===== src/rtl/pipeline_pkg.sv =====
`default_nettype none
// ============================================================================
// Module      : pipeline_pkg
// Description : Shared defaults and helpers for the pipeline block family.
//               Holds default operand width, output buffer depth and shared
//               resource latency, and the width helper used to size
//               occupancy/credit counters so they can represent 0..DEPTH.
// Revision    : 1.0 - initial release
// ============================================================================
package pipeline_pkg;

    localparam int DEFAULT_DATA_W  = 32;
    localparam int DEFAULT_DEPTH   = 4;
    localparam int DEFAULT_RES_LAT = 1;

    // A counter holding 0..depth inclusive needs clog2(depth+1) bits.
    function automatic int cnt_width(input int depth);
        return $clog2(depth + 1);
    endfunction

endpackage : pipeline_pkg
`default_nettype wire


===== src/rtl/pipe_fifo.sv =====
`default_nettype none
// ============================================================================
// Module      : pipe_fifo
// Description : DEPTH x DATA_W circular buffer with wrap-around pointers.
//               Push and pop may happen together at any fill level,
//               including full and empty. There is no bypass: a push into
//               an empty buffer shows up on pop_data/empty the next cycle.
//               clear empties the buffer on the next edge and takes
//               priority over a push or pop in the same cycle.
// Ports       : clk, reset      - clock / async active-high reset
//               clear           - synchronous discard of all entries
//               push, push_data - write request and data
//               pop             - read request (ignored while empty)
//               pop_data        - head entry, 0 while empty
//               count           - registered entry count (0..DEPTH)
//               empty           - count == 0
// Revision    : 1.0 - initial release
// ============================================================================
module pipe_fifo
    import pipeline_pkg::*;
#(
    parameter int  DATA_W = DEFAULT_DATA_W,
    parameter int  DEPTH  = DEFAULT_DEPTH,
    localparam int CNT_W  = cnt_width(DEPTH)
) (
    input  logic              clk,
    input  logic              reset,
    input  logic              clear,
    input  logic              push,
    input  logic [DATA_W-1:0] push_data,
    input  logic              pop,
    output logic [DATA_W-1:0] pop_data,
    output logic [CNT_W-1:0]  count,
    output logic              empty
);

    // DEPTH is a power of two, so pointers wrap naturally at PTR_W bits.
    localparam int PTR_W = (DEPTH > 1) ? $clog2(DEPTH) : 1;

    logic [DATA_W-1:0] mem_q [DEPTH];
    logic [PTR_W-1:0]  wr_ptr_q, wr_ptr_d;
    logic [PTR_W-1:0]  rd_ptr_q, rd_ptr_d;
    logic [CNT_W-1:0]  count_q, count_d;

    logic w_full;
    logic w_pop_en;
    logic w_push_en;

    assign empty     = (count_q == '0);
    assign w_full    = (count_q == CNT_W'(DEPTH));
    assign w_pop_en  = pop && !empty && !clear;
    // A pop in the same cycle frees the slot, so push-on-full is legal then.
    assign w_push_en = push && (!w_full || w_pop_en) && !clear;

    always_comb begin
        wr_ptr_d = wr_ptr_q;
        rd_ptr_d = rd_ptr_q;
        count_d  = count_q;
        if (clear) begin
            wr_ptr_d = '0;
            rd_ptr_d = '0;
            count_d  = '0;
        end else begin
            if (w_push_en) wr_ptr_d = wr_ptr_q + PTR_W'(1);
            if (w_pop_en)  rd_ptr_d = rd_ptr_q + PTR_W'(1);
            case ({w_push_en, w_pop_en})
                2'b10:   count_d = count_q + CNT_W'(1);
                2'b01:   count_d = count_q - CNT_W'(1);
                default: count_d = count_q;
            endcase
        end
    end

    always_ff @(posedge clk or posedge reset) begin
        if (reset) begin
            wr_ptr_q <= '0;
            rd_ptr_q <= '0;
            count_q  <= '0;
        end else begin
            wr_ptr_q <= wr_ptr_d;
            rd_ptr_q <= rd_ptr_d;
            count_q  <= count_d;
        end
    end

    // Storage needs no reset: entries are only observable once counted.
    always_ff @(posedge clk) begin
        if (w_push_en) begin
            mem_q[wr_ptr_q] <= push_data;
        end
    end

    assign pop_data = empty ? '0 : mem_q[rd_ptr_q];
    assign count    = count_q;

endmodule : pipe_fifo
`default_nettype wire


===== src/rtl/pipeline_stage_arb.sv =====
`default_nettype none
// ============================================================================
// Module      : pipeline_stage_arb
// Description : Pipeline stage sharing one resource through an external
//               arbiter. A single hold register takes operands on a
//               valid/ready input and requests the resource; a granted
//               request issues the operand. A RES_LAT-deep valid shift
//               register tracks issued work, and when its top bit arrives
//               resource_output is pushed into a DEPTH-entry output buffer
//               that drains on a valid/ready output. A request is only
//               raised when buffered plus in-flight results leave a free
//               slot, so every issued result is guaranteed a place.
//               flush discards held, in-flight and buffered work.
// Ports       : clk, reset           - clock / async active-high reset
//               in_data/valid/ready  - operand input handshake
//               flush                - synchronous discard of all work
//               out_data/valid/ready - result output handshake
//               arbiter_req/grant    - shared resource arbitration
//               resource_input       - operand to resource (issue cycle)
//               resource_output      - result, sampled RES_LAT after issue
//               stall                - held operand not issuing this cycle
//               occupancy            - registered output buffer count
// Revision    : 1.0 - initial release
// ============================================================================
module pipeline_stage_arb
    import pipeline_pkg::*;
#(
    parameter int  DATA_W  = DEFAULT_DATA_W,
    parameter int  DEPTH   = DEFAULT_DEPTH,
    parameter int  RES_LAT = DEFAULT_RES_LAT,
    localparam int CNT_W   = cnt_width(DEPTH)
) (
    input  logic              clk,
    input  logic              reset,
    input  logic [DATA_W-1:0] in_data,
    input  logic              in_valid,
    output logic              in_ready,
    input  logic              flush,
    output logic [DATA_W-1:0] out_data,
    output logic              out_valid,
    input  logic              out_ready,
    output logic              arbiter_req,
    input  logic              arbiter_grant,
    output logic [DATA_W-1:0] resource_input,
    input  logic [DATA_W-1:0] resource_output,
    output logic              stall,
    output logic [CNT_W-1:0]  occupancy
);

    // One extra bit so occupancy + in-flight never wraps before the compare.
    localparam int SUM_W = CNT_W + 1;

    logic              hold_valid_q, hold_valid_d;
    logic [DATA_W-1:0] hold_data_q,  hold_data_d;
    logic [RES_LAT-1:0] inflight_q,  inflight_d;

    logic [SUM_W-1:0]  w_inflight_cnt;
    logic [SUM_W-1:0]  w_credit_sum;
    logic              w_credit_ok;
    logic              w_issue;
    logic              w_accept;
    logic              w_push;
    logic              w_pop;
    logic              w_fifo_empty;
    logic [CNT_W-1:0]  w_fifo_count;

    // ------------------------------------------------------------------
    // Credit: both terms are registered, so a pop this cycle only frees
    // credit from the next cycle.
    // ------------------------------------------------------------------
    always_comb begin
        w_inflight_cnt = '0;
        for (int i = 0; i < RES_LAT; i++) begin
            w_inflight_cnt = w_inflight_cnt + SUM_W'(inflight_q[i]);
        end
    end

    assign w_credit_sum = SUM_W'(w_fifo_count) + w_inflight_cnt;
    assign w_credit_ok  = (w_credit_sum < SUM_W'(DEPTH));

    // ------------------------------------------------------------------
    // Request / issue / acceptance
    // ------------------------------------------------------------------
    assign arbiter_req    = hold_valid_q && w_credit_ok && !flush;
    assign w_issue        = arbiter_req && arbiter_grant;
    // Accepting while issuing keeps one operand per cycle under a held grant.
    assign in_ready       = (!hold_valid_q || w_issue) && !flush;
    assign w_accept       = in_valid && in_ready;
    assign stall          = hold_valid_q && !w_issue;
    assign resource_input = hold_valid_q ? hold_data_q : '0;

    // ------------------------------------------------------------------
    // Hold register
    // ------------------------------------------------------------------
    always_comb begin
        hold_valid_d = hold_valid_q;
        hold_data_d  = hold_data_q;
        if (flush) begin
            hold_valid_d = 1'b0;
        end else if (w_accept) begin
            hold_valid_d = 1'b1;
            hold_data_d  = in_data;
        end else if (w_issue) begin
            hold_valid_d = 1'b0;
        end
    end

    // ------------------------------------------------------------------
    // In-flight tracking: bit 0 marks an issue, the top bit marks the
    // cycle the resource result must be captured.
    // ------------------------------------------------------------------
    always_comb begin
        inflight_d    = inflight_q << 1;
        inflight_d[0] = w_issue;
        if (flush) begin
            inflight_d = '0;
        end
    end

    assign w_push = inflight_q[RES_LAT-1];

    always_ff @(posedge clk or posedge reset) begin
        if (reset) begin
            hold_valid_q <= 1'b0;
            hold_data_q  <= '0;
            inflight_q   <= '0;
        end else begin
            hold_valid_q <= hold_valid_d;
            hold_data_q  <= hold_data_d;
            inflight_q   <= inflight_d;
        end
    end

    // ------------------------------------------------------------------
    // Output buffer; clear drops a result landing in the flush cycle and
    // cancels a pop in that cycle.
    // ------------------------------------------------------------------
    assign w_pop = out_valid && out_ready;

    pipe_fifo #(
        .DATA_W (DATA_W),
        .DEPTH  (DEPTH)
    ) u_out_fifo (
        .clk       (clk),
        .reset     (reset),
        .clear     (flush),
        .push      (w_push),
        .push_data (resource_output),
        .pop       (w_pop),
        .pop_data  (out_data),
        .count     (w_fifo_count),
        .empty     (w_fifo_empty)
    );

    assign out_valid = !w_fifo_empty;
    assign occupancy = w_fifo_count;

endmodule : pipeline_stage_arb
`default_nettype wire


===== config.mk =====
export PLATFORM = sky130hd
export DESIGN_NAME = pipeline_stage_arb
export DESIGN_NICKNAME = d
export VERILOG_FILES = /design/src/rtl/pipeline_pkg.sv /design/src/rtl/pipe_fifo.sv /design/src/rtl/pipeline_stage_arb.sv
export SDC_FILE = /design/constraint.sdc
export NUM_CORES = 1
export LEC_CHECK = 0
export ABC_AREA = 0
export CAP_MARGIN = 20
export CORE_MARGIN = 4
export CORE_UTILIZATION = 50
export CTS_CLUSTER_SIZE = 20
export DETAILED_ROUTE_END_ITERATION = 10
export PLACE_DENSITY = 0.79
export SETUP_SLACK_MARGIN = 0.15
export SLEW_MARGIN = 20
export SYNTH_ARGS = -nofsm -noshare
export SYNTH_HDL_FRONTEND = slang
export SYNTH_SLANG_ARGS = --single-unit

===== constraint.sdc =====
create_clock -name clk -period 4.8 [get_ports clk]
set_input_delay 0.48 -clock clk [delete_from_list [all_inputs] [get_ports clk]]
set_output_delay 0.48 -clock clk [all_outputs]
set_load 0.01 [all_outputs]

==> flow_metrics.py <==
metrics = {
    "outcome": {
        "status": "complete, no violations",
    },
    "global_routing": {
        "met1_usage_pct": 21.6,
        "grt_overflow": 0,
        "grt_first_pass_wirelength_um": 21700,
        "use_met2_pct": 28.2,
        "met3_usage_pct": 7.32,
        "busiest_layer": "met2",
        "grt_pass1_vias": 4197,
        "grt_start_max_net_pins": 42,
        "antenna_found_initial": 0,
        "grt.total_usage_pct": 17.7,
    },
    "synth": {
        "synth_edf_count": 128,
        "synth_most_common_cell": "edfxtp_1",
        "syn_avg_cell_area_um2": 18.0,
        "synthTopCellsByArea": "edfxtp_1, dfrtp_1, mux4_2",
        "synth_seq_area_share_pct": 70.1,
        "async_flop_share_pct": 24.3,
        "yosysWarnings": 0,
        "synth.top_cells.by_count": "edfxtp_1, dfrtp_1, nor2b_1",
        "ys_ff_latch": 169,
        "yosysTopAreaCell": "edfxtp_1",
        "synthCells": 385,
        "ys_types": 41,
        "syn-num-nets": 460,
        "yosys.area.top_type_share_pct": 55.3,
        "synth_area_um2": 6950,
        "synth-main-ff-cell": "edfxtp_1",
    },
    "drt": {
        "via_per_inst": 5.32,
        "drt_wl_total_um": 13400,
        "drtIter0Drc": 268,
        "vias": 3777,
        "drt-pass1-iter-count": 4,
        "antenna_left": 0,
        "wl_per_cell_um": 18.8,
        "drc_errors": 0,
    },
    "clock_network": {
        "tritoncts": "built",
        "cts_sinks": 169,
        "cts_setup_buffers": 0,
        "cts.htree.levels": 4,
        "insertion_delay_ps": 420,
        "cts_resized": 0,
        "clk_pin_slew_worst_paths_ps": 60,
        "cts-hold-fix-buffers": 0,
        "clock_tree.buffer_depth": 2,
        "numCtsBuffers": 17,
        "cts_root_buf": "clkbuf_16",
    },
    "critical_path": {
        "path_delay_family": "buffers and inverters",
        "cp_data_required_time_ps": 4320,
        "crit_path_end_kind": "primary output",
        "rrSetupSlack_ps": 2200,
        "cp.arrival_ps": 2830,
        "cp.buffers_inverters": 2,
        "worstSetupStartpointType": "flip-flop",
        "crit_fanout": 20,
        "path_class": "flip-flop to primary output",
        "rr_worst_depth": 3,
        "slowest_stage": "dfrtp_2",
        "timing.rr.start": "hold_valid_q$_DFFE_PP0P_",
        "r2r_end": "hold_data_q[23]$_DFFE_PP0P_",
        "path_cells": "buf_4 -> mux4_2 -> nor2b_1 -> clkdlybuf4s50_1",
        "max_stage_delay_ps": 780,
    },
    "sta": {
        "maxSlewViolCount": 0,
        "clock_skew_ps": 7.74,
        "setup_violations": 0,
        "max_freq_mhz": 302,
        "fin_setup_tns_ps": 0,
        "tightestPinTransition_ps": 1040,
        "finalCriticalPeriod_ps": 3310,
        "post-route-period-util_pct": 68.9,
        "hold_violations": 0,
        "slew_headroom_pct": 30.5,
        "rsz0062_at_grt": "false",
    },
    "placement": {
        "place_area_um2": 8450,
        "hpwl_um": 8560,
        "port_buffers": 140,
        "place_congestion": 0.751,
    },
    "power": {
        "seqPwrFrac_pct": 51.3,
        "p_sw_mw": 0.640,
        "pwr-share-comb_pct": 8.3,
        "power_density_nw_per_um2": 360,
        "switching_share_pct": 19.7,
        "leakage_nw": 3.05,
        "ir_drop_mv": 0.196,
        "pwr-share-clk_pct": 40.4,
        "p_int_mw": 2.61,
    },
    "final_layout": {
        "syn_to_final_growth_pct": 29.8,
        "diodes": 0,
        "nets": 598,
        "drive_gt1_share_pct": 18.9,
        "fin_area_um2": 9010,
    },
    "floorplanning": {
        "start_util_pct": 51.8,
        "coreArea_um2": 13400,
        "rows": 42,
        "die_area_um2": 15800,
        "die_w_um": 126,
        "dieHeight_um": 126,
        "ios": 141,
    },
    "job": {
        "cap_violations": 0,
    },
    "worst_hold_path": {
        "worstHoldPathType": "primary input to async pin",
    },
}
## registers in the layout, indices dropped and copies added (netlist names)
name / count
u_out_fifo.mem_q: 128
u_out_fifo.wr_ptr_q: 2
u_out_fifo.rd_ptr_q: 2
hold_data_q: 32
inflight_q: 1
u_out_fifo.count: 3
hold_valid_q: 1
## cells by family (layout without fill, tap and decap cells)
family	count (synthesis)	in the layout	synth area share [%]
xor gates and xnor gates	4	4	0.505
buffers and inverters	32	181	2.58
and+or+nand+nor	93	93	8.22
AOI/OAI and AO/OA	18	18	2.02
muxes	64	64	15.6
DFF	169	169	70.1
adders and majority gates	5	5	1.01
## tightest hold or removal path, cell delays in order
cell and delay [ps]:
clkdlybuf4s50_1 390, inv_1 50, buf_4 430
## stage by stage
stage	power (mW)	instances	hold slack, ps	setup slack [ps]	util [%]
finish	3.25	710	488	1490	67.3
global route	3.37	710	513	1270	67.3
CTS	3.28	710	492	1380	67.3
detailed placement	1.97	680	478	1840	63.1
global placement	1.96	680	467	1890	63.1
floorplan	1.81	385	456	2500	-
## layout make-up
type	count	area (um2)
clock buffer	19	433
clock inverter	11	131
fill	937	4390
inverter	8	30.0
multi-input combinational	184	1900
sequential	169	4870
tap	176	220
timing repair buffer	143	1420
## power groups by stage
stage / Sequential [mW] / Clock [mW] / Combinational [mW]
global route: 1.67 / 1.40 / 0.295
floorplan: 1.68 / 0 / 0.135
finish: 1.67 / 1.31 / 0.270
CTS: 1.67 / 1.33 / 0.275
detailed placement: 1.69 / 0 / 0.273
global placement: 1.69 / 0 / 0.266
## worst max path at each step
stage	from	endpoint	slack, ps	cells past startpoint
after floorplan	u_out_fifo.count[0]$_DFFE_PP0P_	u_out_fifo.count[2]$_DFFE_PP0P_	2500	7
after global placement	u_out_fifo.rd_ptr_q[0]$_DFFE_PP0P_	out_data[8]	1890	4
after detailed placement	u_out_fifo.rd_ptr_q[0]$_DFFE_PP0P_	out_data[22]	1840	4
after CTS	u_out_fifo.rd_ptr_q[0]$_DFFE_PP0P_	out_data[22]	1380	4
after global routing	u_out_fifo.rd_ptr_q[0]$_DFFE_PP0P_	out_data[8]	1270	4
final	u_out_fifo.rd_ptr_q[0]$_DFFE_PP0P_	out_data[8]	1490	4
## layout by cell type (no fill, tap or decap), drive strengths merged, types with 2 or more instances in the layout
master and instances:
a21oi 5, a31oi 2, and2 37, buf 3, bufinv 3, clkbuf 19, clkdlybuf4s50 140, clkinv 7
dfrtp 41, edfxtp 128, ha 4, inv 8, mux2 32, mux4 32, nand2 3, nand3 2
nor2 6, nor2b 34, nor3 3, o2111ai 3, o21ai 2, or3 2, xor2 3
## layer usage
| metal | vias to the layer above | part of all wire [%] |
|---|---|---|
| li1 | 1728 | - |
| met1 | 1868 | 41 |
| met2 | 161 | 48 |
| met3 | 20 | 9.4 |
| met4 | 0 | 2.0 |
| met5 | - | 0 |
No activity file was read; power rests on OpenSTA's default activity.
